File: src/rtl/spi_master_arbiter.sv
// Two-requester round-robin arbiter in front of a byte-level SPI master driver.
// Each granted burst is issued to the driver as separate one-byte transactions.
module spi_master_arbiter #(
    parameter int unsigned GAP_CYCLES  = 2,
    parameter int unsigned ACK_TIMEOUT = 7
) (
    input  logic       clk_i,
    input  logic       rst_i,
    input  logic       req0_i,
    input  logic       req1_i,
    input  logic [1:0] len0_bi,
    input  logic [1:0] len1_bi,
    input  logic [7:0] tx0_bi,
    input  logic [7:0] tx1_bi,
    output logic [1:0] gnt_o,
    output logic       tx_pop_o,
    output logic       rx_valid_o,
    output logic [7:0] rx_data_bo,
    output logic       done_o,
    output logic       err_o,
    output logic       drv_start_o,
    output logic [7:0] drv_data_bo,
    input  logic       drv_busy_i,
    input  logic [7:0] drv_data_bi
);

    localparam int unsigned LEN_W  = 2;
    localparam int unsigned DATA_W = 8;
    localparam int unsigned CNT_W  = 4;
    localparam logic [CNT_W-1:0] GAP_LAST = CNT_W'(GAP_CYCLES - 1);
    localparam logic [CNT_W-1:0] ACK_LAST = CNT_W'(ACK_TIMEOUT - 1);

    typedef enum logic [2:0] {
        S_IDLE,
        S_ISSUE,
        S_WAIT_ACK,
        S_WAIT_DONE,
        S_GAP
    } state_e;

    state_e              state_q, state_d;
    logic [1:0]          gnt_q, gnt_d;
    logic [1:0]          fin_q, fin_d;
    logic                last_q, last_d;
    logic [LEN_W-1:0]    cnt_q, cnt_d;
    logic [CNT_W-1:0]    gap_q, gap_d;
    logic [CNT_W-1:0]    ack_q, ack_d;
    logic                drv_start_q, drv_start_d;
    logic [DATA_W-1:0]   drv_data_q, drv_data_d;
    logic                tx_pop_q, tx_pop_d;
    logic                rx_valid_q, rx_valid_d;
    logic [DATA_W-1:0]   rx_data_q, rx_data_d;
    logic                done_q, done_d;
    logic                err_q, err_d;

    logic [1:0]          req_eff;
    logic                pick;
    logic [DATA_W-1:0]   tx_cur;

    // State and registered outputs
    always_ff @(posedge clk_i) begin
        if (rst_i) begin
            state_q     <= S_IDLE;
            gnt_q       <= '0;
            fin_q       <= '0;
            last_q      <= 1'b1;
            cnt_q       <= '0;
            gap_q       <= '0;
            ack_q       <= '0;
            drv_start_q <= 1'b0;
            drv_data_q  <= '0;
            tx_pop_q    <= 1'b0;
            rx_valid_q  <= 1'b0;
            rx_data_q   <= '0;
            done_q      <= 1'b0;
            err_q       <= 1'b0;
        end else begin
            state_q     <= state_d;
            gnt_q       <= gnt_d;
            fin_q       <= fin_d;
            last_q      <= last_d;
            cnt_q       <= cnt_d;
            gap_q       <= gap_d;
            ack_q       <= ack_d;
            drv_start_q <= drv_start_d;
            drv_data_q  <= drv_data_d;
            tx_pop_q    <= tx_pop_d;
            rx_valid_q  <= rx_valid_d;
            rx_data_q   <= rx_data_d;
            done_q      <= done_d;
            err_q       <= err_d;
        end
    end

    // Next-state and output decode
    always_comb begin
        state_d     = state_q;
        gnt_d       = gnt_q;
        fin_d       = 2'b00;
        last_d      = last_q;
        cnt_d       = cnt_q;
        gap_d       = gap_q;
        ack_d       = ack_q;
        drv_start_d = 1'b0;
        drv_data_d  = drv_data_q;
        tx_pop_d    = 1'b0;
        rx_valid_d  = 1'b0;
        rx_data_d   = rx_data_q;
        done_d      = 1'b0;
        err_d       = 1'b0;

        // The requester that just finished still holds req during its done cycle
        req_eff = {req1_i, req0_i} & ~fin_q;
        pick    = (req_eff == 2'b11) ? ~last_q : req_eff[1];
        tx_cur  = gnt_q[1] ? tx1_bi : tx0_bi;

        case (state_q)
            S_IDLE: begin
                if (req_eff != 2'b00 && !drv_busy_i) begin
                    state_d     = S_ISSUE;
                    gnt_d       = pick ? 2'b10 : 2'b01;
                    cnt_d       = pick ? len1_bi : len0_bi;
                    drv_start_d = 1'b1;
                    tx_pop_d    = 1'b1;
                    drv_data_d  = pick ? tx1_bi : tx0_bi;
                end
            end
            S_ISSUE: begin
                state_d = S_WAIT_ACK;
                ack_d   = CNT_W'(1);
            end
            S_WAIT_ACK: begin
                if (drv_busy_i) begin
                    state_d = S_WAIT_DONE;
                end else if (ack_q == ACK_LAST) begin
                    err_d   = 1'b1;
                    done_d  = 1'b1;
                    fin_d   = gnt_q;
                    gnt_d   = 2'b00;
                    state_d = S_IDLE;
                end else begin
                    ack_d = ack_q + CNT_W'(1);
                end
            end
            S_WAIT_DONE: begin
                if (!drv_busy_i) begin
                    rx_valid_d = 1'b1;
                    rx_data_d  = drv_data_bi;
                    if (cnt_q == '0) begin
                        done_d  = 1'b1;
                        fin_d   = gnt_q;
                        last_d  = gnt_q[1];
                        gnt_d   = 2'b00;
                        state_d = S_IDLE;
                    end else begin
                        cnt_d = cnt_q - LEN_W'(1);
                        gap_d = '0;
                        if (GAP_CYCLES == 0) begin
                            state_d     = S_ISSUE;
                            drv_start_d = 1'b1;
                            tx_pop_d    = 1'b1;
                            drv_data_d  = tx_cur;
                        end else begin
                            state_d = S_GAP;
                        end
                    end
                end
            end
            S_GAP: begin
                if (gap_q != GAP_LAST) begin
                    gap_d = gap_q + CNT_W'(1);
                end else if (!drv_busy_i) begin
                    state_d     = S_ISSUE;
                    drv_start_d = 1'b1;
                    tx_pop_d    = 1'b1;
                    drv_data_d  = tx_cur;
                end
            end
            default: state_d = S_IDLE;
        endcase
    end

    assign gnt_o       = gnt_q;
    assign tx_pop_o    = tx_pop_q;
    assign rx_valid_o  = rx_valid_q;
    assign rx_data_bo  = rx_data_q;
    assign done_o      = done_q;
    assign err_o       = err_q;
    assign drv_start_o = drv_start_q;
    assign drv_data_bo = drv_data_q;

endmodule

File: config.mk
export PLATFORM = sky130hd
export DESIGN_NAME = spi_master_arbiter
export DESIGN_NICKNAME = d
export VERILOG_FILES = /design/src/rtl/spi_master_arbiter.sv
export SDC_FILE = /design/constraint.sdc
export NUM_CORES = 1
export LEC_CHECK = 0
export ABC_CLOCK_PERIOD_IN_PS = 1600
export CELL_PAD_IN_SITES_DETAIL_PLACEMENT = 0
export CELL_PAD_IN_SITES_GLOBAL_PLACEMENT = 2
export CORE_MARGIN = 4
export CORE_UTILIZATION = 25
export CTS_CLUSTER_SIZE = 28
export DETAILED_ROUTE_END_ITERATION = 6
export GPL_ROUTABILITY_DRIVEN = 0
export PLACE_DENSITY_LB_ADDON = 0.1
export SLEW_MARGIN = 25
export SYNTH_ARGS = -nofsm -noshare
export SYNTH_HDL_FRONTEND = slang
export SYNTH_SLANG_ARGS = --single-unit
File: constraint.sdc
create_clock -name clk_i -period 1.6 [get_ports clk_i]
set_input_delay 0.24 -clock clk_i [delete_from_list [all_inputs] [get_ports clk_i]]
set_output_delay 0.24 -clock clk_i [all_outputs]
set_load 0.01 [all_outputs]
==> parameters.txt, run 1 <==
Parameter                              Value

Drt
  Starting DRT DRC Count    52
  Avg WL per Cell    around 14 um
  Count of TritonRoute iterations in the first routing pass    4
  Drt via density    around 4.6
  Antenna-violating nets left    0
  Sum of routed wire length over all layers    ~5700 um
  # DRC    0
  Routed vias    about 1800

Min path
  HP Start    rx_data_bo[5]$_SDFFE_PP0P_
  Hold depth    2
  Terminating pin of the worst hold path    rx_data_bo[5]$_SDFFE_PP0P_
  Hold Path Class    reg2reg

Synth
  Syn Area/Cell    about 9 um^2
  Number of nets in the synthesized netlist    roughly 250
  Area of the mapped netlist    1960 um^2
  Count of unique library cells instantiated by Yosys    roughly 50
  Register bit total from synthesis    38
  Syn Inst Count    about 210
  Biggest area contributors in the synthesized netlist    sky130_fd_sc_hd__dfxtp_1, sky130_fd_sc_hd__a21oi_1, sky130_fd_sc_hd__mux2i_1
  Part of the Yosys area used for sequential elements    about two fifths
  Main synth FF type    sky130_fd_sc_hd__dfxtp_1
  Syn. warnings    0
  Count of flip-flops with a built-in enable after synthesis    0
  Synth top area share    slightly below 40%
  Yosys top cell by area    sky130_fd_sc_hd__dfxtp_1
  Share of flip-flops with an asynchronous set or reset    0%

Global route
  Global-route wire length before repair    around 9000 um
  Total track usage    roughly an eighth
  Maximum number of pins on one net before global-route repair    32
  Via count of the first global-routing pass    around 1800
  Antenna violations before repair    0
  Residual overflow from global routing    0

Floorplan
  X dimension of the die    96.5 um
  Starting density of the core    between 20% and 30%
  Vertical extent of the die    between 90 and 100 um
  Standard cell core area    between 7000 and 8000 um^2
  Number of placed I/O pins    56
  DIE AREA    between 9000 and 10000 um^2
  Std-Cell Rows    32

Setup path
  CP endpoint kind    register
  Critical path launch point type    register
  Critical setup path kind    reg2reg
  Slack of the worst reg-to-reg path    a little under 0.06 ns
  Data required time of the critical path    ~1.8 ns
  Worst reg2reg path startpoint    gap_q[1]$_SDFFE_PP0P_
  R2r endpoint    drv_data_bo[6]$_SDFFE_PP0P_
  Biggest fanout along the worst timing path    9
  Crit path DAT    about 1.7 ns
  Register-to-Register Path Depth    6

Placed design
  Half-perimeter wire length of the detailed placement result    roughly 4200 um
  Post-Place Cell Area    2850 um^2
  Number of input and output port buffers inserted    55

Clock tree
  Post-CTS clock slew at the launch and capture registers of the worst setup and hold paths    about 0.08 ns
  Clock buffer depth    2
  Number of buffers inserted by hold repair at cts    0
  Maximum level of the CTS H-tree    2
  TritonCTS clock tree    yes
  Number of CTS-inserted buffers    5
  Clock Latency Late Sink    0.29 ns
  Clock sink count    38
  Clock tree root buffer cell    sky130_fd_sc_hd__clkbuf_8

Timing
  Slew @ Worst Pin    around 0.24 ns
  Minimum period implied by the final worst setup slack    between 1.5 and 2 ns
  Hold Vio Cnt, Final    0
  Setup repair after global routing missed its margin    yes
  Final sum of negative setup slack    0 ns
  Final setup skew    just over 0.006 ns
  FMAX    roughly 650 MHz
  Relative slew margins    roughly 84%
  Total of endpoints with negative setup slack in the final report    0
  Final Max Slew Viols    0
  Final period utilization    a little over nine tenths

Layout
  Final Net Count    between 300 and 400
  Share of the core filled with cells    between 30% and 40%
  Antenna diode count    0
  Layout overhead on the synthesized area    55.6%
  Final Instance Area    about 3000 um^2
  Share of layout cells above drive strength 1    between 20% and 30%
  Number of inserted filler cells in the final layout    812

Power and ir drop
  Switching power    around 1.2 mW
  Portion of total power attributed to sequential cells    33.3%
  Total power    between 3 and 4 mW
  Switching power share of the total    33.3%
  Power share of the clock group    22.5%
  Pwr/cell area    1200 nW/um^2
  Cell internal power dissipation    roughly 2.4 mW
  Comb power frac    ~44%
  Maximum vdd drop    about 410 uV
  Static leakage power    between 1 and 1.5 nW

Outcome
  Run status    completed

Flow run
  MaxCap Viol Count    0
layout make-up:
| class | instances | area, um^2 | area share (%) |
|---|---|---|---|
| multi-input cells | 156 | 1150 | 37.8 |
| repair buffers | 92 | 861 | 28.2 |
| flip-flops and latches | 38 | 769 | 25.2 |
| well taps | 102 | 128 | 4.19 |
| clock buffers | 5 | 68.8 | 2.26 |
| clock inverters | 3 | 40.0 | 1.31 |
| inverters | 8 | 30.0 | 0.985 |
per-stage QoR:
step                      setup WS, ns  std cells  hold slack (ns)
after floorplan                0.00883        214            0.335
after global placement          -0.223        393            0.444
after global routing           -0.0620        404            0.486
final                           0.0578        404            0.461
after detailed placement        -0.215        393            0.450
after CTS                       0.0296        401            0.465
layer usage:
layer | track usage [%] | share of wire (%)
met5 | 0 | 0
met1 | 16.2 | 48
met3 | 3.02 | 4.5
met4 | 3.50 | 0.90
met2 | 20.4 | 46
worst max-delay path, cell delays in order, from the launching register on:
cell                       delay [ns]
sky130_fd_sc_hd__dfxtp_2         0.33
sky130_fd_sc_hd__inv_2           0.04
sky130_fd_sc_hd__ha_1            0.11
sky130_fd_sc_hd__or3b_4          0.41
sky130_fd_sc_hd__a21boi_4        0.19
sky130_fd_sc_hd__and2_4          0.26
sky130_fd_sc_hd__o32ai_1         0.09
what timing repair did:
action / 4_1_cts / 5_1_grt
setup buffers: 0 / 3
endpoints found under the setup margin: 10 / 22
pin swaps: 0 / 6
resized for setup: 5 / 15
synth_stat cells, drive strengths merged, types with 2 or more instances:
cell type	number
a21boi	4
dfxtp	38
nand2b	5
and2b	3
nor2	11
nand2	21
ha	5
and3	2
a21oi	24
a211oi	9
o31ai	2
nor2b	2
clkbuf	4
mux2i	10
nand4bb	2
nor4b	2
nand3	7
o211ai	2
inv	8
and3b	2
o21ai	7
a31oi	2
nor3	3
xor2	2
or3	3
o32ai	4
nand3b	4
or2	2
and2	3
a2bb2oi	2
buf	8
o211a	3
how the worst max path moves through the flow:
stage	from	to	slack [ns]	depth (start not counted)
final	gap_q[1]$_SDFFE_PP0P_	drv_data_bo[6]$_SDFFE_PP0P_	0.06	6
after global routing	ack_q[0]$_SDFFE_PP0P_	gnt_o[0]$_SDFFE_PP0P_	-0.06	6
after CTS	ack_q[1]$_SDFFE_PP0P_	gnt_o[0]$_SDFFE_PP0P_	0.03	5
after detailed placement	req1_i	cnt_q[1]$_SDFFE_PP0P_	-0.21	6
after global placement	req1_i	cnt_q[1]$_SDFFE_PP0P_	-0.22	6
after floorplan	gap_q[1]$_SDFFE_PP0P_	drv_data_bo[6]$_SDFFE_PP0P_	0.009	7
cells by family after synthesis:
| family | after synthesis | share of synthesized area [%] |
|---|---|---|
| AOI/OAI and AO/OA | 64 | 24.8 |
| xor gates and xnor gates | 2 | 0.894 |
| adders and majority gates | 5 | 3.19 |
| buffers and inverters | 20 | 5.11 |
| DFF | 38 | 38.8 |
| muxes | 10 | 5.11 |
| and+or+nand+nor | 75 | 22.0 |
sequential cells by signal, summed over array words and instances, names as in the netlist:
signal,cells
state_q,3
drv_data_bo,8
err_o,1
rx_valid_o,1
rx_data_bo,8
gnt_o,2
tx_pop_o,1
cnt_q,2
done_o,1
fin_q,2
gap_q,4
last_q,1
ack_q,4
cell usage in the layout (no fill, tap or decap), types with 3 or more instances in the layout:
cell type,count
sky130_fd_sc_hd__or3_1,3
sky130_fd_sc_hd__mux2i_1,10
sky130_fd_sc_hd__clkdlybuf4s50_1,55
sky130_fd_sc_hd__and2b_1,3
sky130_fd_sc_hd__a21oi_1,23
sky130_fd_sc_hd__o21ai_0,7
sky130_fd_sc_hd__dfxtp_2,7
sky130_fd_sc_hd__o211a_1,3
sky130_fd_sc_hd__nand2_1,21
sky130_fd_sc_hd__ha_1,4
sky130_fd_sc_hd__o32ai_1,4
sky130_fd_sc_hd__inv_1,6
sky130_fd_sc_hd__buf_4,33
sky130_fd_sc_hd__clkbuf_8,5
sky130_fd_sc_hd__a211oi_2,8
sky130_fd_sc_hd__nor2_1,10
sky130_fd_sc_hd__nand2b_1,4
sky130_fd_sc_hd__dfxtp_1,31
sky130_fd_sc_hd__nand3_1,7
sky130_fd_sc_hd__nand3b_1,4
power groups by stage:
stage / Sequential, mW / Combinational (mW) / Clock, mW
finish: 1.22 / 1.61 / 0.823
global route: 1.24 / 1.78 / 0.896
CTS: 1.21 / 1.53 / 0.865
detailed placement: 1.22 / 1.52 / 0
global placement: 1.22 / 1.52 / 0
floorplan: 1.22 / 0.823 / 0
Power figures use the tool's default switching activity.
==> run 2, diff against run 1 <==
--- a/config.mk
+++ b/config.mk
@@ -5,11 +5,11 @@
 export SDC_FILE = /design/constraint.sdc
 export NUM_CORES = 1
 export LEC_CHECK = 0
-export ABC_CLOCK_PERIOD_IN_PS = 1600
+export ABC_CLOCK_PERIOD_IN_PS = 1700
 export CELL_PAD_IN_SITES_DETAIL_PLACEMENT = 0
 export CELL_PAD_IN_SITES_GLOBAL_PLACEMENT = 2
 export CORE_MARGIN = 4
-export CORE_UTILIZATION = 25
+export CORE_UTILIZATION = 28
 export CTS_CLUSTER_SIZE = 28
 export DETAILED_ROUTE_END_ITERATION = 6
 export GPL_ROUTABILITY_DRIVEN = 0
==> constraint.sdc (replaced) <==
create_clock -name clk_i -period 1.7 [get_ports clk_i]
set_input_delay 0.255 -clock clk_i [delete_from_list [all_inputs] [get_ports clk_i]]
set_output_delay 0.255 -clock clk_i [all_outputs]
set_load 0.01 [all_outputs]
==> run 2 against run 1 <==
  * Cell area decreased by 4.8%
  * Critical path depth decreased by 5
  * Die area decreased by 9.9%
  * Non-clock buffer count decreased by 12
  * Power decreased by 12%
  * Via count decreased by 4.0%
  * Register-to-register slack improved by 0.05 ns
  * Critical endpoint is now gnt_o[1]
  * Clock power decreased by 5.5%
  * Cell count decreased by 4.5%
==> parameters.txt, run 2 (same netlist as run 1, synthesis figures left out) <==
Parameter                              Value

Layout
  Share of layout cells above drive strength 1    19.0% (-6.9 points)
  Antenna diode count    0 (unchanged)
  Final Instance Area    2900 um^2 (-4.8%)
  Layout overhead on the synthesized area    48.1%
  Commonest cells after routing, fill and taps aside    sky130_fd_sc_hd__clkdlybuf4s50_1, sky130_fd_sc_hd__dfxtp_1, sky130_fd_sc_hd__a21oi_1
  Final Net Count    327 (-3.5%)
  Most frequent standard cell in the layout excluding fill and tap cells    sky130_fd_sc_hd__clkdlybuf4s50_1

Floorplan
  Std-Cell Rows    30 (-6.3%)
  DIE AREA    8400 um^2 (-9.9%)
  Standard cell core area    6790 um^2 (-12%)
  Starting density of the core    28.8% (+3.4 points)
  X dimension of the die    91.7 um (-5.1%)
  Number of placed I/O pins    56 (unchanged)
  Vertical extent of the die    91.7 um (-5.1%)

Global route
  Maximum number of pins on one net before global-route repair    17 (-47%)
  Via count of the first global-routing pass    1807 (-1.0%)
  Global-route wire length before repair    8830 um (-2.2%)
  Residual overflow from global routing    0 (unchanged)
  Antenna violations before repair    0 (unchanged)
  Total track usage    13.0% (+0.54 points)

Setup path
  Critical setup path kind    reg2out
  Worst Path Buf+Inv    1 (unchanged)
  Critical path's largest stage delay    0.59 ns (+0.18 ns)
  Data required time of the critical path    1.44 ns (-0.33 ns)
  Biggest fanout along the worst timing path    6 (-3)
  Dominant delay contributor by cell family on the critical path    buffers and inverters
  Critical path launch point type    register
  Slowest stage cell, crit path    sky130_fd_sc_hd__clkdlybuf4s50_1
  Crit path DAT    1.35 ns (-0.36 ns)
  Series of cell instances along the critical path    clkdlybuf4s50_1
  CP endpoint kind    output port

Timing
  Final Max Slew Viols    0 (unchanged)
  FMAX    between 600 and 700 MHz
  Post-Route Hold Slack    0.456 ns (-0.00494 ns)
  Final period utilization    94.2%
  Relative slew margins    77.5% (-6.2 points)
  Minimum period implied by the final worst setup slack    ~1.6 ns
  Total of endpoints with negative setup slack in the final report    0 (unchanged)
  Hold Vio Cnt, Final    0 (unchanged)
  Final sum of negative setup slack    0 ns (unchanged)
  Slew @ Worst Pin    0.334 ns (+0.0936 ns)
  Final setup skew    0.00770 ns (+0.00163 ns)
  Setup repair after global routing missed its margin    yes

Drt
  Starting DRT DRC Count    56 (+7.7%)
  Sum of routed wire length over all layers    5180 um (-8.4%)
  Count of TritonRoute iterations in the first routing pass    4 (unchanged)
  Antenna-violating nets left    0 (unchanged)
  Drt via density    4.60 (+0.53%)
  Avg WL per Cell    13.4 um (-4.1%)
  Routed vias    1774 (-4.0%)
  # DRC    0 (unchanged)

Clock tree
  Post-CTS clock slew at the launch and capture registers of the worst setup and hold paths    0.08 ns (about the same)
  Clock buffer depth    2 (unchanged)
  Clock sink count    38 (unchanged)
  Number of buffers inserted by hold repair at cts    0 (unchanged)
  TritonCTS clock tree    yes
  Clock tree root buffer cell    sky130_fd_sc_hd__clkbuf_8
  Maximum level of the CTS H-tree    2 (unchanged)
  Clock Latency Late Sink    0.29 ns (about the same)
  Number of CTS-inserted buffers    5 (unchanged)

Power and ir drop
  Pwr/cell area    1110 nW/um^2 (-7.5%)
  Comb power frac    39.9% (-4.3 points)
  Power share of the clock group    24.2% (+1.7 points)
  Switching power share of the total    33.0% (-0.35 points)
  Portion of total power attributed to sequential cells    35.9% (+2.6 points)
  Switching power    1.06 mW (-13%)
  Cell internal power dissipation    2.15 mW (-12%)
  Maximum vdd drop    376 uV (-8.2%)
  Static leakage power    1.05 nW (-7.0%)

Outcome
  Run status    completed

Flow run
  MaxCap Viol Count    0 (unchanged)

Placed design
  Number of input and output port buffers inserted    55 (unchanged)
  Half-perimeter wire length of the detailed placement result    3920 um (-7.3%)
  Post-Place Cell Area    2770 um^2 (-3.0%)

Min path
  Hold Path Class    reg2reg
## run 2: layout make-up
class / count / area (um^2)
Fill cell: 695 / 3890
Sequential cell: 38 / 766
Multi-Input combinational cell: 156 / 1110
Clock buffer: 5 / 68.8
Tap cell: 96 / 120
Clock inverter: 3 / 45.0
Timing Repair Buffer: 80 / 763
Inverter: 8 / 30.0
## run 2: worst paths after layout
| path | to | cells past startpoint | from | slack [ns] |
|---|---|---|---|---|
| max | gnt_o[1] | 1 | gnt_o[1]$_SDFFE_PP0P_ | 0.1 |
| min reg2reg | rx_data_bo[7]$_SDFFE_PP0P_ | 2 | rx_data_bo[7]$_SDFFE_PP0P_ | 0.46 |
| min | rx_data_bo[7]$_SDFFE_PP0P_ | 2 | rx_data_bo[7]$_SDFFE_PP0P_ | 0.46 |
| max reg2reg | fin_q[1]$_SDFF_PP0_ | 7 | ack_q[0]$_SDFFE_PP0P_ | 0.11 |
## run 2: timing repair
action,4_1_cts,5_1_grt
endpoints found under the setup margin,0,10
setup buffers,0,1
gates resized for setup,0,6
## run 2: worst register-to-register path: cells and delay by family (launching register included)
kind                     cells  cell delay, ns
AO/OA/AOI/OAI                1            0.19
AND/OR/NAND/NOR              3            0.60
buffers and inverters        2            0.27
flip-flops                   1            0.33
adder cells (fa/ha/maj)      1            0.15
## run 2: per-layer routing
layer | part of all wire [%] | track usage, %
met1 | 46 | 16.8
met2 | 48 | 21.1
met3 | 4.9 | 3.53
met4 | 1.1 | 3.77
met5 | 0 | 0
## run 2: power by group through the flow
stage | Combinational [mW] | Clock (mW) | Sequential, mW
floorplan | 0.761 | 0 | 1.15
global placement | 1.28 | 0 | 1.17
detailed placement | 1.28 | 0 | 1.17
CTS | 1.29 | 0.817 | 1.15
global route | 1.43 | 0.852 | 1.18
finish | 1.28 | 0.778 | 1.15
## run 2: metrics by stage
| stage | setup slack (ns) | std cells | power [mW] | utilization (%) |
|---|---|---|---|---|
| floorplan | 0.0525 | 214 | 1.91 | - |
| global placement | -0.0390 | 377 | 2.45 | 40.7 |
| detailed placement | -0.0696 | 377 | 2.45 | 40.7 |
| global route | -0.0439 | 386 | 3.46 | 42.7 |
| CTS | 0.0419 | 385 | 3.25 | 42.4 |
| finish | 0.0994 | 386 | 3.21 | 42.7 |
==> run 3, diff against run 2 <==
--- a/config.mk
+++ b/config.mk
@@ -13,7 +13,8 @@
 export CTS_CLUSTER_SIZE = 28
 export DETAILED_ROUTE_END_ITERATION = 6
 export GPL_ROUTABILITY_DRIVEN = 0
-export PLACE_DENSITY_LB_ADDON = 0.1
+export PLACE_DENSITY = 0.78
+export SKIP_LAST_GASP = 1
 export SLEW_MARGIN = 25
 export SYNTH_ARGS = -nofsm -noshare
 export SYNTH_HDL_FRONTEND = slang
==> run 3 against run 2 <==
  * Non-clock buffer count is 6 higher
  * Sequential share of layout area is 0.41 points lower
  * Combinational power is 3% higher
  * Critical path depth stayed put
  * First-iteration DRC count is 110% higher
  * Clock power is 15% lower
  * Register-to-register slack better by 0.02 ns
  * Global-route usage is 0.70 points lower
  * Cell count is 1.6% higher
  * Power is 2.0% lower
  * Worst hold slack worse by 0.00064 ns
  * Wire length is 2.4% lower
==> parameters.txt, run 3 (same netlist as run 1, synthesis figures left out) <==
Parameter                              Value

Min path
  HP Start    rx_data_bo[3]$_SDFFE_PP0P_
  Terminating pin of the worst hold path    rx_data_bo[3]$_SDFFE_PP0P_
  Hold Path Class    reg2reg
  Hold depth    2 (unchanged)

Floorplan
  Vertical extent of the die    91.7 um (unchanged)
  X dimension of the die    91.7 um (unchanged)
  Std-Cell Rows    30 (unchanged)
  Starting density of the core    28.8% (unchanged)
  Standard cell core area    6790 um^2 (unchanged)
  DIE AREA    8400 um^2 (unchanged)
  Number of placed I/O pins    56 (unchanged)

Timing
  Minimum period implied by the final worst setup slack    1.58 ns (-0.0173 ns)
  Relative slew margins    79.8% (+2.2 points)
  Total of endpoints with negative setup slack in the final report    0 (unchanged)
  Hold Vio Cnt, Final    0 (unchanged)
  FMAX    632 MHz (+1.1%)
  Final period utilization    93.1% (-1.0 points)
  Final Max Slew Viols    0 (unchanged)
  Final setup skew    0.00276 ns (-0.00495 ns)
  Slew @ Worst Pin    0.303 ns (-0.0313 ns)

Setup path
  Worst reg2reg path startpoint    gap_q[1]$_SDFFE_PP0P_
  Dominant delay contributor by cell family on the critical path    buffers and inverters
  Critical path's largest stage delay    0.58 ns (about the same)
  Register-to-Register Path Depth    7 (unchanged)
  Crit path depth    1 (unchanged)
  Biggest fanout along the worst timing path    6 (unchanged)
  Critical setup path kind    reg2out
  Worst Path Buf+Inv    1 (unchanged)
  Series of cell instances along the critical path    clkdlybuf4s50_1
  R2r endpoint    drv_data_bo[0]$_SDFFE_PP0P_
  Data required time of the critical path    1.44 ns (about the same)
  Crit path DAT    1.33 ns (-0.02 ns)
  Critical path launch point type    register
  Slowest stage cell, crit path    sky130_fd_sc_hd__clkdlybuf4s50_1
  Slack of the worst reg-to-reg path    0.13 ns (+0.02 ns)
  CP endpoint kind    output port

Clock tree
  TritonCTS clock tree    yes
  Number of buffers inserted by hold repair at cts    0 (unchanged)
  Post-CTS clock slew at the launch and capture registers of the worst setup and hold paths    0.08 ns (about the same)
  Clock tree root buffer cell    sky130_fd_sc_hd__clkbuf_8
  Number of CTS-inserted buffers    5 (unchanged)
  Clock sink count    38 (unchanged)
  Clock Latency Late Sink    0.29 ns (about the same)
  Maximum level of the CTS H-tree    2 (unchanged)
  Clock buffer depth    2 (unchanged)

Drt
  Count of TritonRoute iterations in the first routing pass    4 (unchanged)
  Starting DRT DRC Count    116 (+110%)
  Avg WL per Cell    12.9 um (-3.9%)
  Sum of routed wire length over all layers    5050 um (-2.4%)
  # DRC    0 (unchanged)
  Antenna-violating nets left    0 (unchanged)
  Routed vias    1818 (+2.5%)
  Drt via density    4.64 (+0.91%)

Layout
  Share of layout cells above drive strength 1    19.9% (+0.97 points)
  Layout overhead on the synthesized area    50.2%
  Commonest cells after routing, fill and taps aside    sky130_fd_sc_hd__clkdlybuf4s50_1, sky130_fd_sc_hd__dfxtp_1, sky130_fd_sc_hd__buf_4
  Antenna diode count    0 (unchanged)
  Number of inserted filler cells in the final layout    689 (-0.86%)
  Share of the core filled with cells    43.3% (+0.61 points)
  Final Instance Count excl. Fillers    392 (+1.6%)
  Final Net Count    333 (+1.8%)
  Most frequent standard cell in the layout excluding fill and tap cells    sky130_fd_sc_hd__clkdlybuf4s50_1

Power and ir drop
  Maximum vdd drop    347 uV (-7.7%)
  Pwr/cell area    1070 nW/um^2 (-3.4%)
  Static leakage power    1.08 nW (+2.7%)

Flow run
  MaxCap Viol Count    0 (unchanged)

Global route
  Antenna violations before repair    0 (unchanged)
  Global-route wire length before repair    8450 um (-4.3%)
  Maximum number of pins on one net before global-route repair    18 (+1)
  Via count of the first global-routing pass    1797 (-0.55%)
  Total track usage    12.3% (-0.70 points)
  Residual overflow from global routing    0 (unchanged)

Placed design
  Number of input and output port buffers inserted    55 (unchanged)
  Placed Instances    383 (+1.6%)
  Half-perimeter wire length of the detailed placement result    3840 um (-2.0%)

Outcome
  Run status    completed
[run 3: cell count changes in the layout (fill, tap and decap cells not counted), sizes merged]
cell and change:
bufinv -1, buf +6, clkinvlp -1, clkinv +1, clkbuf +1
[run 3: report_power, final]
part | internal [mW] | switching, mW | total (mW)
logic | 0.732 | 0.593 | 1.32
registers | 1.02 | 0.138 | 1.16
clock network | 0.326 | 0.335 | 0.661
total | 2.08 | 1.07 | 3.15
[run 3: final cells by class]
| type | instances | area, um^2 | share of cell area (%) |
|---|---|---|---|
| clock buffer | 6 | 82.6 | 2.81 |
| clock inverter | 2 | 12.5 | 0.425 |
| inverter | 8 | 30.0 | 1.02 |
| multi-input combinational | 156 | 1110 | 37.8 |
| sequential | 38 | 764 | 26.0 |
| tap | 96 | 120 | 4.08 |
| timing repair buffer | 86 | 821 | 27.9 |
[run 3: stage by stage]
step	area, um^2	hold WS [ns]	worst slack [ns]	power, mW	setup TNS, ns
4_1_cts	2920	0.457	0.0546	3.16	0
3_5_place_dp	2820	0.446	-0.0885	2.49	-0.436
2_1_floorplan	1960	0.350	0.0525	1.91	0
6_report	2940	0.455	0.117	3.15	0
5_1_grt	2940	0.480	-0.0430	3.36	-0.0753
3_3_place_gp	2820	0.445	-0.0463	2.48	-0.288
[run 3: worst max path at each step]
stage                       startpoint  slack, ns                           to
6_report         gnt_o[1]$_SDFFE_PP0P_       0.12                     gnt_o[1]
5_1_grt          ack_q[0]$_SDFFE_PP0P_      -0.04          fin_q[0]$_SDFF_PP0_
4_1_cts        state_q[2]$_SDFFE_PP0P_       0.05        gap_q[1]$_SDFFE_PP0P_
3_5_place_dp                    req0_i      -0.09  drv_data_bo[7]$_SDFFE_PP0P_
3_3_place_gp                drv_busy_i      -0.05  drv_data_bo[6]$_SDFFE_PP0P_
2_1_floorplan    gap_q[0]$_SDFFE_PP0P_       0.05  drv_data_bo[0]$_SDFFE_PP0P_
[run 3: timing repair]
action / in CTS / in global routing
buffers inserted: 0 / 1
endpoints found under the setup margin: 0 / 13
resized for setup: 0 / 5
[run 3: routing by layer]
| layer | share of wire [%] | GRT usage, % | vias up |
|---|---|---|---|
| li1 | - | - | 933 |
| met1 | 46 | 15.2 | 838 |
| met2 | 47 | 20.2 | 42 |
| met3 | 5.0 | 3.53 | 5 |
| met4 | 1.5 | 4.40 | 0 |
| met5 | 0 | 0 | - |
